<file path="src/rtl/uart_pkg.sv">
// Shared definitions for the UART transmit path: FSM state encoding, frame
// constants and the clock-to-baud divider helper.
package uart_pkg;

    typedef enum logic [1:0] {
        ST_IDLE,
        ST_START,
        ST_DATA,
        ST_STOP
    } tx_state_e;

    localparam int DATA_BITS = 8;
    localparam int STOP_BITS = 1;

    // Clock cycles per serial bit; callers guarantee an integer ratio of at least 2.
    function automatic int bit_cycles(input int clk_freq, input int baud);
        return clk_freq / baud;
    endfunction

endpackage

</file>
<file path="src/rtl/uart_tx_serializer.sv">
// 8N1 frame serializer: loads a byte when start is offered in IDLE or at the end
// of a stop bit, then shifts it out LSB-first behind a start bit.
module uart_tx_serializer
    import uart_pkg::*;
#(
    parameter int BIT_CYCLES = 10
) (
    input  logic       clk,
    input  logic       rst,
    input  logic       start,
    input  logic [7:0] data,
    output logic       tx,
    output logic       busy,
    output logic       done
);

    localparam int CW = $clog2(BIT_CYCLES);
    localparam logic [CW-1:0] BAUD_LAST = CW'(BIT_CYCLES - 1);
    localparam logic [2:0]    BIT_LAST  = 3'(DATA_BITS - 1);

    tx_state_e       state_q, state_d;
    logic [CW-1:0]   baud_q, baud_d;
    logic [2:0]      bit_idx_q, bit_idx_d;
    logic [7:0]      shift_q, shift_d;
    logic            tx_q, tx_d;
    logic            bit_end;

    assign bit_end = (baud_q == BAUD_LAST);

    // tx_d is derived from the next state so the line changes on the same edge
    // as the state register, keeping tx a clean flop output.
    always_comb begin
        // NOTE: every combinational output gets a default first so no path can infer a latch.
        state_d   = state_q;
        baud_d    = baud_q;
        bit_idx_d = bit_idx_q;
        shift_d   = shift_q;
        tx_d      = tx_q;
        done      = 1'b0;

        if (state_q != ST_IDLE) begin
            baud_d = bit_end ? '0 : baud_q + 1'b1;
        end

        unique case (state_q)
            ST_IDLE: begin
                tx_d = 1'b1;
                if (start) begin
                    state_d = ST_START;
                    shift_d = data;
                    baud_d  = '0;
                    tx_d    = 1'b0;
                end
            end
            ST_START: begin
                if (bit_end) begin
                    state_d   = ST_DATA;
                    bit_idx_d = '0;
                    tx_d      = shift_q[0];
                end
            end
            ST_DATA: begin
                if (bit_end) begin
                    shift_d = shift_q >> 1;
                    if (bit_idx_q == BIT_LAST) begin
                        state_d = ST_STOP;
                        tx_d    = 1'b1;
                    end else begin
                        bit_idx_d = bit_idx_q + 1'b1;
                        tx_d      = shift_q[1];
                    end
                end
            end
            ST_STOP: begin
                if (bit_end) begin
                    done = 1'b1;
                    if (start) begin
                        state_d = ST_START;
                        shift_d = data;
                        tx_d    = 1'b0;
                    end else begin
                        state_d = ST_IDLE;
                        tx_d    = 1'b1;
                    end
                end
            end
        endcase
    end

    // NOTE: sequential state uses non-blocking assignments so all flops update together.
    always_ff @(posedge clk or negedge rst) begin
        if (!rst) begin
            state_q   <= ST_IDLE;
            baud_q    <= '0;
            bit_idx_q <= '0;
            shift_q   <= '0;
            tx_q      <= 1'b1;
        end else begin
            state_q   <= state_d;
            baud_q    <= baud_d;
            bit_idx_q <= bit_idx_d;
            shift_q   <= shift_d;
            tx_q      <= tx_d;
        end
    end

    assign tx   = tx_q;
    assign busy = (state_q != ST_IDLE);

endmodule

</file>
<file path="src/rtl/uart_tx_buffered.sv">
// Buffered 8N1 UART transmitter: a small FIFO of host bytes drained by the
// serializer, with back-to-back frames whenever the FIFO stays non-empty.
module uart_tx_buffered
    import uart_pkg::*;
#(
    parameter int CLK_FREQ   = 100_000_000,
    parameter int BAUD       = 9600,
    parameter int ADDR_WIDTH = 2
) (
    input  logic       clk,
    input  logic       rst,
    input  logic [7:0] w_data,
    input  logic       push,
    output logic       full,
    output logic       empty,
    output logic       tx,
    output logic       tx_busy
);

    localparam int BIT_CYCLES = bit_cycles(CLK_FREQ, BAUD);
    localparam int DEPTH      = 1 << ADDR_WIDTH;
    localparam int CNT_W      = ADDR_WIDTH + 1;

    logic [7:0]            mem_q [DEPTH];
    logic [ADDR_WIDTH-1:0] wr_ptr_q, wr_ptr_d;
    logic [ADDR_WIDTH-1:0] rd_ptr_q, rd_ptr_d;
    logic [CNT_W-1:0]      count_q, count_d;
    logic                  full_q, full_d;
    logic                  empty_q, empty_d;
    logic                  push_ok;
    logic                  pop;
    logic                  ser_busy;
    logic                  ser_done;

    // Accept/pop decisions look only at the registered flags, so a push into a
    // full FIFO is dropped even when a pop frees a slot on the same edge.
    assign push_ok = push && !full_q;
    assign pop     = !empty_q && (!ser_busy || ser_done);

    always_comb begin
        wr_ptr_d = wr_ptr_q;
        rd_ptr_d = rd_ptr_q;
        count_d  = count_q;
        if (push_ok) wr_ptr_d = wr_ptr_q + 1'b1;
        if (pop)     rd_ptr_d = rd_ptr_q + 1'b1;
        unique case ({push_ok, pop})
            2'b10:   count_d = count_q + 1'b1;
            2'b01:   count_d = count_q - 1'b1;
            default: count_d = count_q;
        endcase
        full_d  = (count_d == CNT_W'(DEPTH));
        empty_d = (count_d == '0);
    end

    always_ff @(posedge clk or negedge rst) begin
        if (!rst) begin
            wr_ptr_q <= '0;
            rd_ptr_q <= '0;
            count_q  <= '0;
            full_q   <= 1'b0;
            empty_q  <= 1'b1;
        end else begin
            wr_ptr_q <= wr_ptr_d;
            rd_ptr_q <= rd_ptr_d;
            count_q  <= count_d;
            full_q   <= full_d;
            empty_q  <= empty_d;
        end
    end

    // NOTE: storage has no reset; the pointers and count alone decide what is valid.
    always_ff @(posedge clk) begin
        if (push_ok) mem_q[wr_ptr_q] <= w_data;
    end

    uart_tx_serializer #(
        .BIT_CYCLES (BIT_CYCLES)
    ) u_serializer (
        .clk   (clk),
        .rst   (rst),
        .start (!empty_q),
        .data  (mem_q[rd_ptr_q]),
        .tx    (tx),
        .busy  (ser_busy),
        .done  (ser_done)
    );

    assign full    = full_q;
    assign empty   = empty_q;
    assign tx_busy = ser_busy;

endmodule
</file>
<file path="config.mk">
export PLATFORM = sky130hd
export DESIGN_NAME = uart_tx_buffered
export DESIGN_NICKNAME = d
export VERILOG_FILES = /design/src/rtl/uart_pkg.sv /design/src/rtl/uart_tx_serializer.sv /design/src/rtl/uart_tx_buffered.sv
export SDC_FILE = /design/constraint.sdc
export NUM_CORES = 1
export LEC_CHECK = 0
export BUFFER_PORTS_ARGS = -buffer_cell sky130_fd_sc_hd__buf_2
export CORE_MARGIN = 2
export CORE_UTILIZATION = 40
export CTS_BUF_LIST = sky130_fd_sc_hd__clkbuf_4 sky130_fd_sc_hd__clkbuf_8
export CTS_CLUSTER_DIAMETER = 40
export DETAILED_ROUTE_END_ITERATION = 7
export GPL_TIMING_DRIVEN = 0
export PLACE_DENSITY = 0.56
export SETUP_SLACK_MARGIN = 0.02
export SLEW_MARGIN = 15
export SYNTH_ARGS = -nofsm -noshare
export SYNTH_HDL_FRONTEND = slang
export SYNTH_SLANG_ARGS = --single-unit
export TNS_END_PERCENT = 30
</file>
<file path="constraint.sdc">
create_clock -name clk -period 3.4 [get_ports clk]
set_input_delay 0.34 -clock clk [delete_from_list [all_inputs] [get_ports clk]]
set_output_delay 0.34 -clock clk [all_outputs]
set_load 0.01 [all_outputs]
</file>
==> flow_metrics.tcl <==
set metrics [dict create \
    grtUsageTotal_pct 15.9 \
    numCtsBuffers 9 \
    drt_iter0_drc 101 \
    finalSetupTns_ps 0 \
    area_growth_pct 12.4 \
    rsz0062_at_grt "no" \
    die_h_um 95.5 \
    nNetsFinal 319 \
    ff2ff_setup_slack_ps 260 \
    leakage_nw 1.52 \
    drv_slew 0 \
    cts-hold-fix-buffers 0 \
    min_period_over_period_pct 92.2 \
    rr_startpoint "u_serializer.baud_q[0]" \
    setup_ws_ps 264 \
    p_per_area_nw_per_um2 816 \
    cp.depth 11 \
    cp-end-kind "flop" \
    path_class "reg -> reg" \
    clock.fmax_mhz 319 \
    yosys_warnings 0 \
    outcome "complete, no violations" \
    async_flop_share_pct 53.6 \
    vias 2160 \
    drive_above_1_share_pct 21.0 \
    io_buffer_count 14 \
    crit_fanout 10 \
    drc 0 \
    die_w_um 95.5 \
    synth_top_cell_by_area "edfxtp_1" \
    grt_pass1_wl_mm 11.0 \
    synth.avg_cell_area_um2 12.4 \
    postCtsSetupBuffers 0 \
    cp.required_ps 3670 \
    setup_viol 0 \
    tightest_slew_ps 850 \
    dp_hpwl_mm 4.35 \
    syn_inst 270 \
    arrival_ps 3400 \
    ios 15 \
    syn_area_um2 3350 \
    firstDrtPassIters 4 \
    ir_worst_vdd_mv 0.376 \
    grt_pass1_vias 2252 \
    hold_violations 0 \
    crit_start "u_serializer.baud_q[0]" \
    synth_top_area_share_pct 28.7 \
    slew_headroom_pct 43.4 \
    antenna_cells 0 \
    clockRootBuffer "clkbuf_8" \
    min_path_type "in -> async" \
    pre_cts_ws_ps 178 \
    crit_family "simple AND/OR/NAND/NOR gates" \
    vias_per_cell 5.33 \
    cts_buffer_depth 2 \
    maxCapViolCount 0 \
    synthFlopType "dfrtp_1" \
    crit_chain "ha_1 > and3_1 > and4_2 > clkbuf_4 > a21oi_2 > nor2_1 > ha_1 > fa_1 > mux2_2 > or2_2 > nor2b_1" \
    drt_wl_total_mm 6.27 \
    final_common_cell "dfrtp_1" \
    seq_area_frac_synth_pct 56.4 \
    place_area_um2 3550 \
    finalClockSkew_ps 9.70 \
    rr_worst_depth 11 \
    antenna_found_initial 0 \
    start_kind "flop" \
    globalplace.congestion 0.783 \
    synth_edf_count 32 \
    cts_max_level 3 \
    initial_core_util_pct 40.9 \
    r2r_end "full" \
    mostFrequentLayoutCells "35 x dfrtp_1, 32 x edfxtp_1, 31 x nand2_1" \
    synthesis.nets 294 \
    nFillCells 757 \
    crit_top_cell "ha_1" \
    cts_sinks 69 \
    synth_seq_cells 69 \
    cp_slowest_cell "dfrtp_1" \
    min_period_ps 3140 \
    cts.repair.resized 0 \
    grt_max_degree 38 \
    wl_per_cell_um 15.5 \
    clkTransAtPathRegs_ps 80 \
    rows 33 \
    core_um2 8180 \
    worst-path-buf-inv 1 \
    design_area_um2 3760 \
    ant_nets 0 \
    synth_area_leaders "edfxtp_1 29%, dfrtp_1 26%, mux4_2 5.4%" \
    design.die.area_um2 9120 \
    clock_latency_ps 340 \
    ys_types 48 \
    grt_overflow_total 0 \
    slowest_delay_ps 420 \
    cts_tree "yes" \
    crit_end "full" \
]
[how the worst min path moves through the flow]
| stage | slack [ps] | to | depth (start not counted) |
|---|---|---|---|
| floorplan | 40 | count_q[0] | 0 |
| global placement | 460 | count_q[2] | 1 |
| detailed placement | 480 | count_q[2] | 1 |
| CTS | 150 | u_serializer.shift_q[4] | 1 |
| global route | 180 | u_serializer.shift_q[4] | 1 |
| finish | 110 | u_serializer.shift_q[4] | 1 |
[flip-flops by register name (all words and copies together), names as in the netlist]
name / cells
rd_ptr_q: 2
u_serializer.bit_idx_q: 3
mem_q: 32
count_q: 3
full: 1
u_serializer.state_q: 2
wr_ptr_q: 2
empty: 1
u_serializer.baud_q: 14
u_serializer.tx: 1
u_serializer.shift_q: 8
[synth_stat cells (3+ instances only)]
library cell / n
a21oi_1: 5
a22o_1: 4
a31oi_1: 7
and2_1: 6
and3_1: 5
clkbuf_1: 8
dfrtp_1: 35
edfxtp_1: 32
ha_1: 12
inv_1: 12
mux2_2: 10
mux4_2: 8
nand2_1: 31
nand3_1: 8
nand4_1: 5
nor2_1: 12
nor2b_1: 7
o21ai_0: 13
o31ai_1: 3
or2_2: 4
or4_1: 3
xnor2_1: 4
[metal layers]
| metal | wire length, um | GRT usage [%] | up-vias |
|---|---|---|---|
| li1 | - | - | 1056 |
| met1 | 3110 | 21.6 | 1059 |
| met2 | 2820 | 24.4 | 39 |
| met3 | 265 | 4.58 | 6 |
| met4 | 77 | 5.60 | 0 |
| met5 | 0 | 0 | - |
[stage by stage]
stage | cells | total power, mW | util, % | hold WS (ps)
2_1_floorplan | 270 | 2.14 | - | 44.4
3_3_place_gp | 389 | 2.38 | 43.4 | 465
3_5_place_dp | 389 | 2.41 | 43.4 | 478
4_1_cts | 405 | 3.11 | 45.9 | 146
5_1_grt | 405 | 3.32 | 46.0 | 181
6_report | 405 | 3.07 | 46.0 | 108
[power breakdown]
part           internal, mW  switching (mW)  total [mW]
Sequential             1.12           0.135        1.25
Clock                 0.348           0.344       0.692
Combinational         0.534           0.591        1.13
Total                  2.00            1.07        3.07
[cell type report]
type	instances	area, um^2	share of cell area, %
clock buffer	9	124	3.29
tap	105	131	3.49
inverter	12	45.0	1.20
sequential	69	1890	50.2
multi-input combinational	178	1370	36.5
timing repair buffer	14	70.1	1.86
clock inverter	7	81.3	2.16
buffer	11	46.3	1.23
[logic make-up (layout without fill, tap and decap cells)]
logic type	Yosys count	in the layout	synth area share (%)
AOI/OAI and AO/OA	46	46	9.72
DFF	69	69	56.4
adders and majority gates	13	13	5.08
muxes	20	20	9.35
buffers and inverters	23	53	2.65
and+or+nand+nor	94	94	15.4
xor gates and xnor gates	5	5	1.31
Note: power is estimated with default switching activity, not from simulation.
